--- src/rtl/jtag_dp_target.sv ---
// JTAG debug-port target: TAP controller, IR/DR scan chains and DP/AP access bridge.
// Ports: CLK/RESET system clock and sync reset; TCK/TMS/TDI/TDO JTAG pins
//        (oversampled on CLK); REQ_* valid/ready access request; RSP_* response
//        strobe; STICKYERR sticky error flag.
module jtag_dp_target #(
  parameter logic [31:0] IDCODE = 32'h4BA00477
) (
  input  logic        CLK,
  input  logic        RESET,
  input  logic        TCK,
  input  logic        TMS,
  input  logic        TDI,
  output logic        TDO,
  output logic [39:0] REQ_DATA,
  output logic        REQ_VALID,
  input  logic        REQ_READY,
  input  logic [34:0] RSP_DATA,
  input  logic        RSP_VALID,
  output logic        STICKYERR
);

  localparam logic [3:0] IR_DPACC  = 4'hA;
  localparam logic [3:0] IR_APACC  = 4'hB;
  localparam logic [3:0] IR_IDCODE = 4'hE;

  localparam logic [2:0] ACK_WAIT = 3'b001;
  localparam logic [2:0] ACK_OK   = 3'b010;
  localparam logic [2:0] STAT_OK  = 3'b100;

  typedef enum logic [3:0] {
    TLR,
    RTI,
    SEL_DR,
    CAP_DR,
    SH_DR,
    EX1_DR,
    PAU_DR,
    EX2_DR,
    UPD_DR,
    SEL_IR,
    CAP_IR,
    SH_IR,
    EX1_IR,
    PAU_IR,
    EX2_IR,
    UPD_IR
  } tap_t;

  // ---------------------------------------------------------------
  // Pin synchronizers and TCK edge detection
  // ---------------------------------------------------------------
  logic [1:0] tck_s;
  logic [1:0] tms_s;
  logic [1:0] tdi_s;
  logic       tck_q;

  always_ff @(posedge CLK) begin
    if (RESET) begin
      tck_s <= '0;
      tms_s <= '0;
      tdi_s <= '0;
      tck_q <= 1'b0;
    end else begin
      tck_s <= {tck_s[0], TCK};
      tms_s <= {tms_s[0], TMS};
      tdi_s <= {tdi_s[0], TDI};
      tck_q <= tck_s[1];
    end
  end

  logic tck_rise;
  logic tck_fall;
  logic tms;
  logic tdi;

  assign tck_rise = tck_s[1] & ~tck_q;
  assign tck_fall = ~tck_s[1] & tck_q;
  assign tms      = tms_s[1];
  assign tdi      = tdi_s[1];

  // ---------------------------------------------------------------
  // TAP next-state
  // ---------------------------------------------------------------
  tap_t tap;
  tap_t tap_nxt;

  always_comb begin
    tap_nxt = tap;
    unique case (tap)
      TLR:    tap_nxt = tms ? TLR    : RTI;
      RTI:    tap_nxt = tms ? SEL_DR : RTI;
      SEL_DR: tap_nxt = tms ? SEL_IR : CAP_DR;
      CAP_DR: tap_nxt = tms ? EX1_DR : SH_DR;
      SH_DR:  tap_nxt = tms ? EX1_DR : SH_DR;
      EX1_DR: tap_nxt = tms ? UPD_DR : PAU_DR;
      PAU_DR: tap_nxt = tms ? EX2_DR : PAU_DR;
      EX2_DR: tap_nxt = tms ? UPD_DR : SH_DR;
      UPD_DR: tap_nxt = tms ? SEL_DR : RTI;
      SEL_IR: tap_nxt = tms ? TLR    : CAP_IR;
      CAP_IR: tap_nxt = tms ? EX1_IR : SH_IR;
      SH_IR:  tap_nxt = tms ? EX1_IR : SH_IR;
      EX1_IR: tap_nxt = tms ? UPD_IR : PAU_IR;
      PAU_IR: tap_nxt = tms ? EX2_IR : PAU_IR;
      EX2_IR: tap_nxt = tms ? UPD_IR : SH_IR;
      UPD_IR: tap_nxt = tms ? SEL_DR : RTI;
    endcase
  end

  // ---------------------------------------------------------------
  // Instruction decode
  // ---------------------------------------------------------------
  logic [3:0] ir;
  logic       is_dp;
  logic       is_ap;
  logic       is_id;
  logic       is_acc;

  assign is_dp  = (ir == IR_DPACC);
  assign is_ap  = (ir == IR_APACC);
  assign is_id  = (ir == IR_IDCODE);
  assign is_acc = is_dp | is_ap;

  // ---------------------------------------------------------------
  // Transaction state seen by the scan side
  // ---------------------------------------------------------------
  logic        busy;
  logic [31:0] rdbuff;
  logic        rsp_take;
  logic        cap_busy;
  logic [31:0] cap_rd;
  logic [2:0]  cap_ack;

  // A response landing in the capture cycle is folded in immediately.
  assign rsp_take = RSP_VALID & busy & ~REQ_VALID;
  assign cap_busy = busy & ~rsp_take;
  assign cap_rd   = rsp_take ? RSP_DATA[34:3] : rdbuff;
  assign cap_ack  = cap_busy ? ACK_WAIT : ACK_OK;

  // ---------------------------------------------------------------
  // TAP, IR and DR scan registers, TDO
  // ---------------------------------------------------------------
  logic [3:0]  ir_sh;
  logic [34:0] dr_sh;
  logic        scan_wait;

  always_ff @(posedge CLK) begin
    if (RESET) begin
      tap       <= TLR;
      ir        <= IR_IDCODE;
      ir_sh     <= '0;
      dr_sh     <= '0;
      scan_wait <= 1'b0;
      TDO       <= 1'b0;
    end else begin
      if (tck_rise) begin
        tap <= tap_nxt;
        case (tap)
          CAP_IR: ir_sh <= 4'b0001;
          SH_IR:  ir_sh <= {tdi, ir_sh[3:1]};
          CAP_DR: begin
            unique case (1'b1)
              is_acc: begin
                dr_sh     <= {cap_rd, cap_ack};
                scan_wait <= cap_busy;
              end
              is_id:   dr_sh <= {3'b000, IDCODE};
              default: dr_sh <= '0;
            endcase
          end
          SH_DR: begin
            unique case (1'b1)
              is_acc:  dr_sh       <= {tdi, dr_sh[34:1]};
              is_id:   dr_sh[31:0] <= {tdi, dr_sh[31:1]};
              default: dr_sh[0]    <= tdi;
            endcase
          end
          default: ;
        endcase
      end
      if (tck_fall) begin
        unique case (1'b1)
          tap == SH_IR: TDO <= ir_sh[0];
          tap == SH_DR: TDO <= dr_sh[0];
          default:      TDO <= 1'b0;
        endcase
        if (tap == UPD_IR) ir <= ir_sh;
      end
      if (tap == TLR) ir <= IR_IDCODE;
    end
  end

  // ---------------------------------------------------------------
  // Request issue / response handling
  // ---------------------------------------------------------------
  logic        upd_fire;
  logic [39:0] req_nxt;
  logic        abort_clr;

  assign upd_fire = tck_fall & (tap == UPD_DR) & is_acc & ~scan_wait;
  assign req_nxt  = {dr_sh[34:3], 4'b0000, dr_sh[2:1], is_ap, dr_sh[0]};

  // DP write to ABORT (addr 0) with STKERRCLR (data bit 5) set.
  assign abort_clr = is_dp & ~dr_sh[0] & (dr_sh[2:1] == 2'b00) & dr_sh[8];

  always_ff @(posedge CLK) begin
    if (RESET) begin
      REQ_VALID <= 1'b0;
      REQ_DATA  <= '0;
      busy      <= 1'b0;
      rdbuff    <= '0;
      STICKYERR <= 1'b0;
    end else begin
      if (REQ_VALID & REQ_READY) REQ_VALID <= 1'b0;
      if (rsp_take) begin
        busy   <= 1'b0;
        rdbuff <= RSP_DATA[34:3];
        if (RSP_DATA[2:0] != STAT_OK) STICKYERR <= 1'b1;
      end
      if (upd_fire) begin
        REQ_DATA  <= req_nxt;
        REQ_VALID <= 1'b1;
        busy      <= 1'b1;
        if (abort_clr) STICKYERR <= 1'b0;
      end
    end
  end

endmodule

--- config.mk ---
export PLATFORM = sky130hd
export DESIGN_NAME = jtag_dp_target
export DESIGN_NICKNAME = d
export VERILOG_FILES = /design/src/rtl/jtag_dp_target.sv
export SDC_FILE = /design/constraint.sdc
export NUM_CORES = 1
export LEC_CHECK = 0
export BUFFER_PORTS_ARGS = -buffer_cell sky130_fd_sc_hd__buf_2
export CORE_ASPECT_RATIO = 1.75
export CORE_MARGIN = 4
export CORE_UTILIZATION = 37
export CTS_BUF_LIST = sky130_fd_sc_hd__clkbuf_8
export CTS_CLUSTER_SIZE = 16
export DETAILED_ROUTE_END_ITERATION = 6
export SLEW_MARGIN = 20
export SYNTH_ARGS = -nofsm -noshare
export SYNTH_HDL_FRONTEND = slang
export SYNTH_SLANG_ARGS = --single-unit
--- constraint.sdc ---
create_clock -name CLK -period 4.15 [get_ports CLK]
set_input_delay 0 -clock CLK [delete_from_list [all_inputs] [get_ports CLK]]
set_output_delay 0 -clock CLK [all_outputs]
set_load 0.03 [all_outputs]
Word-level counts from Yosys, hierarchy flattened:

Index checks and enable logic that the tools add are counted.

* word-level logic and storage cells: 104
* register bits: 127
* bits of input ports: 42

* bitwise gates (word level): 19
* muxes and demuxes: 30
* reductions and logical operators: 17
* eq/ne operators: 21

Operators with widths (count)
* one-hot mux 35 bit (2 select lines): 2
* one-hot mux 31 bit (2 select lines): 1
* one-hot mux 4 bit (12 select lines): 1
* == test 4 bit (second input constant): 11
* 2-to-1 mux 32 bit: 1
* == test 4 x 3 -> 1 bit (second input constant): 4
* 2-to-1 mux 4 bit: 4
* AND 1 bit: 12
* 2-to-1 mux 1 bit: 12
* 2-to-1 mux 3 bit: 3
* AND reduction 3 bit: 3
* == test 4 x 2 -> 1 bit (second input constant): 2
* 2-to-1 mux 2 bit: 4
* one-hot mux 4 bit (2 select lines): 1
* nonzero test 2 bit: 4
* OR reduction 2 bit: 4
* != test 3 bit (second input constant): 2
* NOT 1 bit: 6
* AND reduction 2 bit: 3
* == test 4 x 1 -> 1 bit (second input constant): 1
* zero test 4 bit: 1
* OR reduction 3 bit: 1
* zero test 2 bit: 1
* != test 2 bit (second input constant): 1
* 2 further kinds: 2

Depth between registers and ports, before layout:

* depth in word-level cells: 7
* mapped depth: 7

Worst setup path after synthesis:

Ideal clock, no wire load.

* path kind: reg2reg
* start point: register REQ_VALID
* end point: register dr_sh[31]
* data arrival time: 1.623 ns
* setup time: 0.146 ns
* path slack: 2.381 ns
* period minus slack after synthesis: 1.769 ns
* path buffers: 1
* stages on the path, launching flop included: 6
* required time: 4.004 ns
* cell sequence: dfxtp_1 nand3b_1 buf_2 mux2_2 a22oi_1 a211oi_2

* cells in the longest elaborated chain, start to end: 5

Ends and longest elaborated chain
* from (decl): RTL line 15 `output logic REQ_VALID,`
* from (signal assigned): RTL line 207 `REQ_VALID <= 1'b0;`
* from (signal assigned): RTL line 213 `if (REQ_VALID & REQ_READY) REQ_VALID <= 1'b0;`
* from (signal assigned): RTL line 221 `REQ_VALID <= 1'b1;`
* NOT 1 bit: RTL line 134 `assign rsp_take = RSP_VALID & busy & ~REQ_VALID;`
* AND 1 bit: RTL line 134
* 2-to-1 mux 32 bit
* one-hot mux 35 bit (2 select lines): RTL line 161 `unique case (1'b1)`
* one-hot mux 35 bit (2 select lines): RTL line 157 `case (tap)`
* to (signal assigned): RTL line 163 `dr_sh <= {cap_rd, cap_ack};`
* to (signal assigned): RTL line 166 `is_id: dr_sh <= {3'b000, IDCODE};`
* to (signal assigned): RTL line 172 `is_acc: dr_sh <= {tdi, dr_sh[34:1]};`
* to (decl): RTL line 143 `logic [34:0] dr_sh;`

Every way passes these cells.
A chain may end at the register's enable or synchronous reset.

Final worst setup path:

* start point: register tap[0]
* end point: register dr_sh[4]

* cells in the longest elaborated chain, start to end: 3

Ends and longest elaborated chain
* from (decl): RTL line 84 `tap_t tap;`
* from (signal assigned): RTL line 156 `tap <= tap_nxt;`
* == test 4 x 3 -> 1 bit or == test 4 x 2 -> 1 bit (tied branches): RTL line 157
* != test 3 bit (no source line) or nonzero test 2 bit (tied branches)
* AND reduction 3 bit (no source line)

Parallel ways exist; a longest one is shown, timed or not.

==> reports/metrics.yaml <==
endpoint_kind: "register"
grt_first_pass_wirelength_um: 22100
postCtsSetupBuffers: 0
ctsRootBufferMaster: "clkbuf_8"
power_density_nw_per_um2: 358
dieHeight_um: 168
synth-edff-count: 0
power_leakage_nw: 2.52
finClkSkew_ps: 16.4
hpwl_um: 9410
clockBufferDepth: 2
ys_seq_area_share_pct: 46.7
period_needed_ps: 2920
antenna_found_initial: 0
h-tree-depth: 4
syn_to_final_growth_pct: 22.2
status: "complete, no violations"
ios: 85
synthDistinctLibCells: 50
drive_above_1_share_pct: 25.7
synth_area_leader_cell: "dfxtp_1"
cp.required_ps: 4410
die_w_um: 99.7
drv_cap: 0
grt_pass1_vias: 4472
syn-instance-count: 585
cpPeakStageDelay_ps: 770
drt-pass1-iter-count: 5
grt_usage_pct: 16.6
finalWorstSetupSlack_ps: 1230
startpoint_type: "register"
viasPerCell: 5.21
crit_slowest_cell: "dfxtp_1"
ys_seq_elements: 127
grt_setup_unrepaired: "false"
drt_iter0_drc: 228
cts_buffers: 17
slew_headroom_pct: 43.1
routedWlPerCell_um: 15.8
cp.arrival_ps: 3180
die-area_um2: 16800
grt_max_degree: 102
antennaDiodeCount: 0
synth_mux_area_share_pct: 7.49
reg2regPathDepth: 4
vias: 4544
synth_fa_ha_area_share_pct: 0
initial_core_util_pct: 37.7
synth.cell_area_um2: 5450
path_class: "register to register"
drc: 0
synth.top_cell.area_share_pct: 46.7
finalNetCount: 722
synth_top_family_by_area: "compound AO/OA/AOI/OAI gates"
synth_async_sr_flop_share_pct: 0
holdPathStages: 5
clock-sinks: 127
cts_tree: "built"
overflow: 0
gp_congestion: 0.826
syn_area_per_cell_um2: 9.31
synth_top_cells_by_area: "dfxtp_1 47%, a21oi_1 7.7%, a211oi_2 6.7%, nand2_1 6.2%, mux2_2 4.5%"
max_freq_mhz: 343
fin_crit_sh_pct: 70.3
slew_viol_final: 0
path_cells: "nor4bb_1 -> a31o_2 -> o311a_1 -> a221oi_1"
core_um2: 14400
dpl_worst_slack_ps: 1260
finalSetupTns_ps: 0
ant_nets: 0
worstHoldPathType: "input port to register"
worst_pin_slew_ps: 854
crit_fanout: 33
path_clk_slew_ps: 70
synth-xor-area-share_pct: 0.161
synthFlopType: "dfxtp_1"
port_buffers: 80
finalSetupViolations: 0
holdBufCountCts: 38
cts_resized: 0
yosys_warnings: 0
insertion_delay_ps: 440
synth_compound_area_share_pct: 23.7
wl_um: 13800
r2r_slack_ps: 1230
row_count: 58
final_hold_viol_count: 0
synth-simple-area-share_pct: 16.3
ir_drop_mv: 0.196
## flip-flops by register name, summed over array words and instances (netlist names)
signal     count
busy           1
TDO            1
REQ_DATA      36
rdbuff        32
REQ_VALID      1
tdi_s          2
tck_s          2
tms_s          2
ir             4
dr_sh         35
tck_q          1
STICKYERR      1
tap            4
ir_sh          4
scan_wait      1
## layout by cell type, fill, tap and decap left out, types with 4 or more instances in the layout
cell type,n
nand3b_1,4
a21oi_1,84
nor2_1,23
inv_1,8
nand2_1,90
nand2b_1,5
and2_1,23
a2bb2oi_1,10
o21ai_0,7
nor2b_1,12
dfxtp_1,127
mux2_2,22
conb_1,4
buf_2,79
a22oi_1,19
clkbuf_8,17
inv_6,5
a211oi_2,28
a31oi_1,4
nand3_1,4
buf_4,8
mux2i_1,16
dlygate4sd3_1,38
## through the flow
step           total power, mW  utilization, %  std cells  hold WS [ps]  area (µm²)
5_1_grt                   2.48            46.1        873           130        6660
3_3_place_gp              1.32            40.7        803           215        5880
6_report                  2.38            46.1        873          85.7        6660
4_1_cts                   2.41            46.1        873          56.1        6650
3_5_place_dp              1.32            40.7        803           217        5880
2_1_floorplan             1.30               -        588           128        5460
## path summary, 6_finish.rpt
check	to	from
max	dr_sh[4]	tap[0]
max reg2reg	dr_sh[4]	tap[0]
min reg2reg	tms_s[1]	tms_s[0]
min	STICKYERR	RSP_DATA[0]
## synth_stat cells (all sizes together), types with 5 or more instances
| master | count |
|---|---|
| a22oi | 19 |
| nor2 | 23 |
| buf | 30 |
| a21oi | 84 |
| and2 | 23 |
| inv | 8 |
| mux2i | 16 |
| o21ai | 7 |
| a2bb2oi | 10 |
| nand2 | 90 |
| nand2b | 5 |
| mux2 | 22 |
| nor2b | 12 |
| dfxtp | 127 |
| a211oi | 32 |
| clkbuf | 23 |
## layout make-up
class | instances | area, µm²
clock buffers | 17 | 234
well taps | 180 | 225
inverters | 8 | 30.0
fillers | 1407 | 7780
repair buffers | 126 | 847
flip-flops and latches | 127 | 2540
multi-input cells | 400 | 2620
clock inverters | 15 | 159
## kinds of logic (layout without fill, tap and decap cells)
group,Yosys count,in the layout
compound gates,176,176
mux,38,38
simple gates,181,181
buf+inv,61,166
flops,127,127
other cells,1,4
xor+xnor,1,1
## layer usage
metal / vias up / track usage (%) / wire [µm]
met3: 25 / 3.75 / 552
li1: 2259 / - / -
met5: - / 0 / 0
met1: 2135 / 18.3 / 5460
met4: 0 / 7.07 / 348
met2: 125 / 29.9 / 7470
## power by group
part | total, mW | internal [mW] | switching (mW) | leakage, nW
clock | 1.06 | 0.540 | 0.522 | 0.194
combinational | 0.0914 | 0.0461 | 0.0453 | 1.31
sequential | 1.23 | 1.22 | 0.00706 | 1.02
total | 2.38 | 1.81 | 0.574 | 2.52
## worst max-delay path, delay by kind of cell (launching register included)
kind | cells | cell delay [ps]
flops | 1 | 770
compound gates | 3 | 1460
simple gates | 1 | 500
Power figures use the tool's default switching activity.
